--- src/rtl/sft_seq.sv ---
// -----------------------------------------------------------------------------
// sft_seq : command sequencer feeding the 74HC595 shift-register driver.
//
// Software fills an internal byte buffer while the block is idle, then pulses
// start. The block then emits the driver command stream:
//   [master reset] -> len x shift-byte (buf[len-1] first, buf[0] last)
//   -> storage latch -> [output enable]
// and pulses finish when the stream is complete.
//
// Ports
//   clk, rst        clock; asynchronous active-high reset
//   wr_en/addr/data buffer write port (accepted only while idle)
//   start           single-cycle pulse that begins a sequence
//   len             bytes to shift (0..DEPTH, larger values clamp to DEPTH)
//   do_mr, do_oe    include master-reset / output-enable commands
//   oen_val         value carried by the output-enable command
//   busy            sequence in progress
//   finish          single-cycle completion pulse
//   err             sequence aborted on a driver timeout (sticky)
//   sft_vld         command strobe to the driver
//   sft_cmd         00 master reset, 01 shift byte, 10 latch, 11 output enable
//   sft_cmd_oen     OE value for command 11
//   sft_din         data byte for command 01
//   sft_done        driver done pulse (only for commands 01 and 10)
//   dbg_state       current FSM state, for observation only
//
// Driver handshake: sft_vld is a one-cycle strobe that carries sft_cmd,
// sft_din and sft_cmd_oen; the driver accepts every strobe unconditionally.
// For commands 01 and 10 the next strobe is withheld until a one-cycle
// sft_done is seen in the matching WAIT state; sft_done anywhere else is
// ignored. Commands 00 and 11 complete without a done pulse. sft_vld is
// never high on two consecutive cycles.
//
// Optional build macro SFT_SEQ_TIMEOUT_EN: bounds each WAIT state to TIMEOUT
// cycles; on expiry the sequence ends via FIN with err set. Without it the
// WAIT states wait forever and err is constant 0.
// -----------------------------------------------------------------------------
module sft_seq #(
  parameter int DEPTH   = 8,
  parameter int AW      = 3,
  parameter int TIMEOUT = 64
) (
  input  logic          clk,
  input  logic          rst,
  input  logic          wr_en,
  input  logic [AW-1:0] wr_addr,
  input  logic [7:0]    wr_data,
  input  logic          start,
  input  logic [AW:0]   len,
  input  logic          do_mr,
  input  logic          do_oe,
  input  logic          oen_val,
  output logic          busy,
  output logic          finish,
  output logic          err,
  output logic          sft_vld,
  output logic [1:0]    sft_cmd,
  output logic          sft_cmd_oen,
  output logic [7:0]    sft_din,
  input  logic          sft_done,
  output logic [3:0]    dbg_state
);

  if (((1 << AW) != DEPTH) || (TIMEOUT < 1)) begin : g_param_check
    $error("sft_seq: DEPTH must equal 2**AW and TIMEOUT must be positive");
  end

  typedef enum logic [3:0] {
    S_IDLE,
    S_MR,
    S_MR_GAP,
    S_SHIFT,
    S_SHIFT_WAIT,
    S_LATCH,
    S_LATCH_WAIT,
    S_OE,
    S_FIN
  } state_t;

  localparam logic [1:0] CMD_MR    = 2'b00;
  localparam logic [1:0] CMD_SHIFT = 2'b01;
  localparam logic [1:0] CMD_LATCH = 2'b10;
  localparam logic [1:0] CMD_OE    = 2'b11;

  state_t        state_q;
  logic          busy_q;
  logic          fin_q;
  logic          vld_q;
  logic [1:0]    cmd_q;
  logic          oen_q;
  logic [7:0]    din_q;
  logic [AW-1:0] idx_q;
  logic          len_nz_q;
  logic          oe_q;
  logic          oenv_q;
  logic [7:0]    mem_q [DEPTH];

  logic [AW:0]   len_clamp;
  logic [AW-1:0] idx_init;
  logic [AW-1:0] idx_dec;

  // Oversized len values saturate at the buffer depth.
  assign len_clamp = (len > (AW+1)'(DEPTH)) ? (AW+1)'(DEPTH) : len;
  // First byte shifted is the farthest one; only meaningful when len_clamp != 0.
  assign idx_init  = AW'(len_clamp - (AW+1)'(1));
  assign idx_dec   = idx_q - AW'(1);

  // Buffer is frozen while a sequence runs so the shifted data is coherent.
  always_ff @(posedge clk) begin
    if (wr_en && (state_q == S_IDLE)) begin
      mem_q[wr_addr] <= wr_data;
    end
  end

`ifdef SFT_SEQ_TIMEOUT_EN
  localparam int CW = $clog2(TIMEOUT + 1);
  logic [CW-1:0] cnt_q;
  logic          err_q;
  assign err = err_q;
`else
  assign err = 1'b0;
`endif

  always_ff @(posedge clk or posedge rst) begin
    if (rst) begin
      state_q  <= S_IDLE;
      busy_q   <= 1'b0;
      fin_q    <= 1'b0;
      vld_q    <= 1'b0;
      cmd_q    <= CMD_MR;
      oen_q    <= 1'b1;
      din_q    <= 8'h00;
      idx_q    <= '0;
      len_nz_q <= 1'b0;
      oe_q     <= 1'b0;
      oenv_q   <= 1'b1;
`ifdef SFT_SEQ_TIMEOUT_EN
      cnt_q    <= '0;
      err_q    <= 1'b0;
`endif
    end else begin
      // Strobe and finish are one-cycle pulses unless re-raised below.
      vld_q <= 1'b0;
      fin_q <= 1'b0;
`ifdef SFT_SEQ_TIMEOUT_EN
      if (vld_q) begin
        cnt_q <= '0;
      end
`endif
      case (state_q)
        S_IDLE: begin
          if (start) begin
            busy_q   <= 1'b1;
            oe_q     <= do_oe;
            oenv_q   <= oen_val;
            len_nz_q <= (len_clamp != '0);
            idx_q    <= idx_init;
`ifdef SFT_SEQ_TIMEOUT_EN
            err_q    <= 1'b0;
`endif
            vld_q    <= 1'b1;
            if (do_mr) begin
              state_q <= S_MR;
              cmd_q   <= CMD_MR;
            end else if (len_clamp != '0) begin
              state_q <= S_SHIFT;
              cmd_q   <= CMD_SHIFT;
              din_q   <= mem_q[idx_init];
            end else begin
              state_q <= S_LATCH;
              cmd_q   <= CMD_LATCH;
            end
          end
        end
        S_MR: begin
          // Master reset has no done pulse; one idle gap cycle follows it.
          state_q <= S_MR_GAP;
        end
        S_MR_GAP: begin
          vld_q <= 1'b1;
          if (len_nz_q) begin
            state_q <= S_SHIFT;
            cmd_q   <= CMD_SHIFT;
            din_q   <= mem_q[idx_q];
          end else begin
            state_q <= S_LATCH;
            cmd_q   <= CMD_LATCH;
          end
        end
        S_SHIFT: begin
          state_q <= S_SHIFT_WAIT;
        end
        S_SHIFT_WAIT: begin
          if (sft_done) begin
            vld_q <= 1'b1;
            if (idx_q != '0) begin
              state_q <= S_SHIFT;
              cmd_q   <= CMD_SHIFT;
              idx_q   <= idx_dec;
              din_q   <= mem_q[idx_dec];
            end else begin
              state_q <= S_LATCH;
              cmd_q   <= CMD_LATCH;
            end
          end
`ifdef SFT_SEQ_TIMEOUT_EN
          else if (cnt_q == CW'(TIMEOUT - 1)) begin
            state_q <= S_FIN;
            fin_q   <= 1'b1;
            err_q   <= 1'b1;
          end else begin
            cnt_q <= cnt_q + CW'(1);
          end
`endif
        end
        S_LATCH: begin
          state_q <= S_LATCH_WAIT;
        end
        S_LATCH_WAIT: begin
          if (sft_done) begin
            if (oe_q) begin
              state_q <= S_OE;
              vld_q   <= 1'b1;
              cmd_q   <= CMD_OE;
              oen_q   <= oenv_q;
            end else begin
              state_q <= S_FIN;
              fin_q   <= 1'b1;
            end
          end
`ifdef SFT_SEQ_TIMEOUT_EN
          else if (cnt_q == CW'(TIMEOUT - 1)) begin
            state_q <= S_FIN;
            fin_q   <= 1'b1;
            err_q   <= 1'b1;
          end else begin
            cnt_q <= cnt_q + CW'(1);
          end
`endif
        end
        S_OE: begin
          state_q <= S_FIN;
          fin_q   <= 1'b1;
        end
        S_FIN: begin
          busy_q  <= 1'b0;
          state_q <= S_IDLE;
        end
        default: begin
          state_q <= S_IDLE;
          busy_q  <= 1'b0;
        end
      endcase
    end
  end

  assign busy        = busy_q;
  assign finish      = fin_q;
  assign sft_vld     = vld_q;
  assign sft_cmd     = cmd_q;
  assign sft_cmd_oen = oen_q;
  assign sft_din     = din_q;
  assign dbg_state   = state_q;

endmodule

--- config.mk ---
export PLATFORM = sky130hd
export DESIGN_NAME = sft_seq
export DESIGN_NICKNAME = d
export VERILOG_FILES = /design/src/rtl/sft_seq.sv
export SDC_FILE = /design/constraint.sdc
export NUM_CORES = 1
export LEC_CHECK = 0
export CORE_ASPECT_RATIO = 0.5
export CORE_UTILIZATION = 38
export CTS_CLUSTER_SIZE = 8
export DETAILED_ROUTE_END_ITERATION = 12
export GPL_TIMING_DRIVEN = 0
export PLACE_DENSITY = 0.67
export REMOVE_ABC_BUFFERS = 1
export SYNTH_ARGS = -nofsm -noshare
export SYNTH_HDL_FRONTEND = slang
export SYNTH_SLANG_ARGS = --single-unit
--- constraint.sdc ---
create_clock -name clk -period 3.5 [get_ports clk]
set_input_delay 0.7 -clock clk [delete_from_list [all_inputs] [get_ports clk]]
set_output_delay 0.7 -clock clk [all_outputs]
set_load 0.005 [all_outputs]
==> summary by stage <==
Clock tree
Clock-pin slew was measured on the worst setup and hold paths at around 0.060 ns. The TritonCTS clock tree is built. The clock insertion delay at the later pin of the skew report is roughly 0.34 ns. The number of buffers on the longest clock path is 2. Buffers inserted during clock tree synthesis total 9. Clock tree synthesis selected as its root buffer the cell sky130_fd_sc_hd__clkbuf_16. The count of clock tree sinks is around 90. In this run the number of H-tree levels came out at 3.

Timing
Static timing analysis puts the maximum clock frequency at ~0.3 GHz. In the finished design, the share of the clock period the worst path needs comes to 95.6%. The total count of max-transition violations in the final report came to 0. The clock arrives with 0.0103 ns of skew. The final-layout setup total negative slack is 0 ns.

The worst relative slew slack is 25.5%. Setup repair after global routing left no endpoint under its margin. Setup violations remaining at the end of the flow were counted as 0.

For the pin with the worst max-slew slack, the measured transition is 1.11 ns. The minimum clock period after layout is 3.35 ns. The number of endpoints with negative hold slack in the final report came to 0.

The worst path meets setup with 0.153 ns of slack.

Setup path
The start point of the critical path is len[3]. STA classifies the critical path startpoint as an input pin. The slowest stage of the critical path belongs to the cell sky130_fd_sc_hd__ha_1. At the worst endpoint, the arrival time is 3.58 ns. The data required time of the critical path is between 3 and 4 ns.

The worst register-to-register path begins at idx_q[0]. The top fanout value on the critical path is 15. The worst setup path is captured at a register. The stage delay of the slowest cell on the critical path is around 0.8 ns.

Traced cell by cell, the critical path runs through clkdlybuf4s50_1, nor2b_2, inv_1, ha_1, mux4_2, a221o_1, o22a_1. The kind of critical path is input pin to register.

Logic synthesis
Summing the areas of all fa, ha and maj instances in the mapped netlist gives 1.02% of the synthesized area. The combined area of all synthesized cells is 0.00489 sq mm. After synthesis the netlist holds a flip-flop and latch count of 88. The synthesized netlist contains 50 unique library cells.

After synthesis, the cell types taking the most area are sky130_fd_sc_hd__edfxtp_1 (39%), sky130_fd_sc_hd__mux4_2 (17%), sky130_fd_sc_hd__dfrtp_1 (11%). The instance count of the mapped netlist is 350. The synthesized area per cell is 14.0 sq um.

The combinational family with the most area after synthesis is multiplexers. The library cell occupying the most area in the post-synthesis netlist is sky130_fd_sc_hd__edfxtp_1. Multiplexer cells account for 25.0% of the synthesized area. The synthesized netlist devotes 7.67% of its cell area to simple gates. The sequential element share of the synthesized area is 51.6%.

The total of warnings raised by yosys is 0. After synthesis, the largest area contributor takes up 39.3% of total cell area. Of the total synthesized cell area, the portion taken by XOR and XNOR cells is 1.10%.

Summing the areas of all compound-gate instances in the mapped netlist gives 9.82% of the synthesized area.

Global routing
The final global-route overflow total is 0. The number of global-route vias before repair is ~3100. The pin count of the biggest net entering global routing is 34. The number of antenna violations at the first check in global routing is 0. The total track usage is 18.1%. The first-pass GRT wire length is 17600 microns.

Min path
The worst hold path begins at sft_din[5]. The path class of the lowest-slack min-delay path is register to register.

Pwr
The leakage power is 1.97 nW. Power spread over the standard cell area amounts to 781 mW/mm^2. Across the VDD grid, the largest voltage drop is 414 uV. The sum of internal, switching and leakage power is 4.48 mW.

Floorplanning
The die outline width is between 150 and 200 microns. In this run the core area contains 28 standard-cell rows. The height of the die is slightly above 80 microns. The die covers 0.0134 sq mm. The core box area is 0.0122 sq mm.

The starting utilization of the core area is 40.1%. For this design the top-level I/O count stands at 42.

Status
The run finished with clean final reports.

Final layout
The final-layout fill cell count is 1052. The final core utilization is a little under half. The multi-input combinational cell area is 0.00222 sq mm. The number of nets in the final layout is 405. The post-route netlist has 20.4% of its cells at a drive strength greater than 1. The area growth from synthesis to layout is 17.2%. The repair_antennas step left the layout with diodes totalling 0. The register cell area after layout is between 0.002 and 0.003 sq mm.

Place
The final weighted congestion in routability-driven placement is 0.802. In this run the tool buffered the top-level ports with 40 buffer cells. Timing analysis after detailed placement gives a worst setup slack of -0.592 ns. Detailed placement finished with a half-perimeter wire length of 7220 microns.

Drt
The per-cell via count in the routed design is 5.84. The count of routing violations after the opening detailed-route iteration is 386. The via count is 3202.

The DRC violations left is 0. The detailed-route wire length per cell is between 20 and 25 microns. The final layout contains routed wiring with a total length of around 11000 microns. The count of nets left with antenna violations after detail routing is 0. The number of iterations in the first detailed-routing pass is 5.

Run
The tool flagged a number of max-cap violations equal to 0.
==> repair_timing <==
item | in CTS | in global routing
endpoints found under the setup margin | 8 | 8
buffers inserted | 2 | 0
pin swaps | 1 | 0
gates resized for setup | 3 | 2
hold buffers | 0 | 0
==> sequential cells by signal, indices dropped and copies added, names as in the netlist <==
signal and count:
mem_q 64, sft_din 8, dbg_state 4, idx_q 3
sft_cmd 2, busy 1, finish 1, len_nz_q 1
oe_q 1, oenv_q 1, sft_cmd_oen 1, sft_vld 1
==> worst max-delay path: cells and delay by family <==
kind / cells / cell delay, ns
AND/OR/NAND/NOR: 1 / 0.44
multiplexers: 1 / 0.42
AO/OA/AOI/OAI: 2 / 0.53
buffers and inverters: 2 / 0.67
adder cells (fa/ha/maj): 1 / 0.81
==> path summary, 6_finish.rpt <==
path                           endpoint  slack, ns  cells past startpoint
setup / recovery             sft_din[5]       0.15                      7
hold / removal               sft_din[5]       0.52                      1
setup reg to reg             sft_din[7]       0.24                      7
hold reg to reg              sft_din[5]       0.52                      1
max in group asynchronous      idx_q[0]       1.81                      2
min in group asynchronous  dbg_state[3]       0.95                      2
==> logic make-up after synthesis <==
family | Yosys count
flip-flops | 88
AND/OR/NAND/NOR | 75
multiplexers | 74
AO/OA/AOI/OAI | 66
buffers and inverters | 38
adder cells (fa/ha/maj) | 4
XOR/XNOR | 4
other | 1
==> cell type report <==
| type | count | share of cell area (%) |
|---|---|---|
| inverters | 11 | 0.720 |
| well taps | 165 | 3.60 |
| flip-flops and latches | 88 | 44.1 |
| clock buffers | 11 | 4.23 |
| clock inverters | 5 | 0.677 |
| repair buffers | 44 | 7.92 |
| multi-input cells | 224 | 38.7 |
==> metal layers <==
| layer | GRT usage, % | share of wire (%) | up-vias |
|---|---|---|---|
| met1 | 24.2 | 45 | 1625 |
| met5 | 0 | 0 | - |
| li1 | - | - | 1447 |
| met4 | 4.43 | 1.2 | 0 |
| met2 | 29.2 | 46 | 120 |
| met3 | 5.19 | 8.1 | 10 |
==> cells in the final DEF, fill, tap and decap left out, types with 9 or more instances in the layout <==
master	count
sky130_fd_sc_hd__a31oi_1	13
sky130_fd_sc_hd__mux2i_1	30
sky130_fd_sc_hd__nor2_1	21
sky130_fd_sc_hd__nand2_1	16
sky130_fd_sc_hd__clkbuf_16	9
sky130_fd_sc_hd__inv_1	10
sky130_fd_sc_hd__mux4_2	38
sky130_fd_sc_hd__edfxtp_1	64
sky130_fd_sc_hd__clkdlybuf4s50_1	40
sky130_fd_sc_hd__a21oi_1	12
sky130_fd_sc_hd__dfrtp_1	20
sky130_fd_sc_hd__o21ai_0	12
==> power breakdown <==
part | internal [mW] | switching, mW | leakage [nW] | total (mW)
Combinational | 1.03 | 0.924 | 0.975 | 1.95
Sequential | 1.29 | 0.323 | 0.856 | 1.62
Clock | 0.505 | 0.400 | 0.137 | 0.906
Total | 2.83 | 1.65 | 1.97 | 4.48
==> metrics by stage <==
stage	instances	hold slack (ns)	cell area, sq um
after floorplan	323	0.486	4750
after detailed placement	530	0.500	5400
final	548	0.515	5730
after global routing	548	0.534	5730
after CTS	548	0.517	5720
after global placement	528	0.486	5360
==> synthesized netlist by cell type, drive strengths merged <==
cell type	number
edfxtp	64
mux4	38
mux2i	30
dfrtp	22
nor2	21
buf	19
nand2	16
o21ai	14
a31oi	13
a21oi	12
inv	11
clkbuf	8
nor2b	8
nor3	8
nand3	7
mux2	6
a2111oi	5
nand2b	5
a221o	4
ha	4
o22a	4
a211oi	3
xnor2	3
a211o	2
and3	2
dfstp	2
nor3b	2
o2bb2ai	2
o32a	2
a22o	1
a2bb2oi	1
a32oi	1
conb	1
nand3b	1
nor4	1
nor4b	1
o211ai	1
o21bai	1
or2	1
or3	1
or4b	1
xor2	1
No activity file was read; power rests on OpenSTA's default activity.
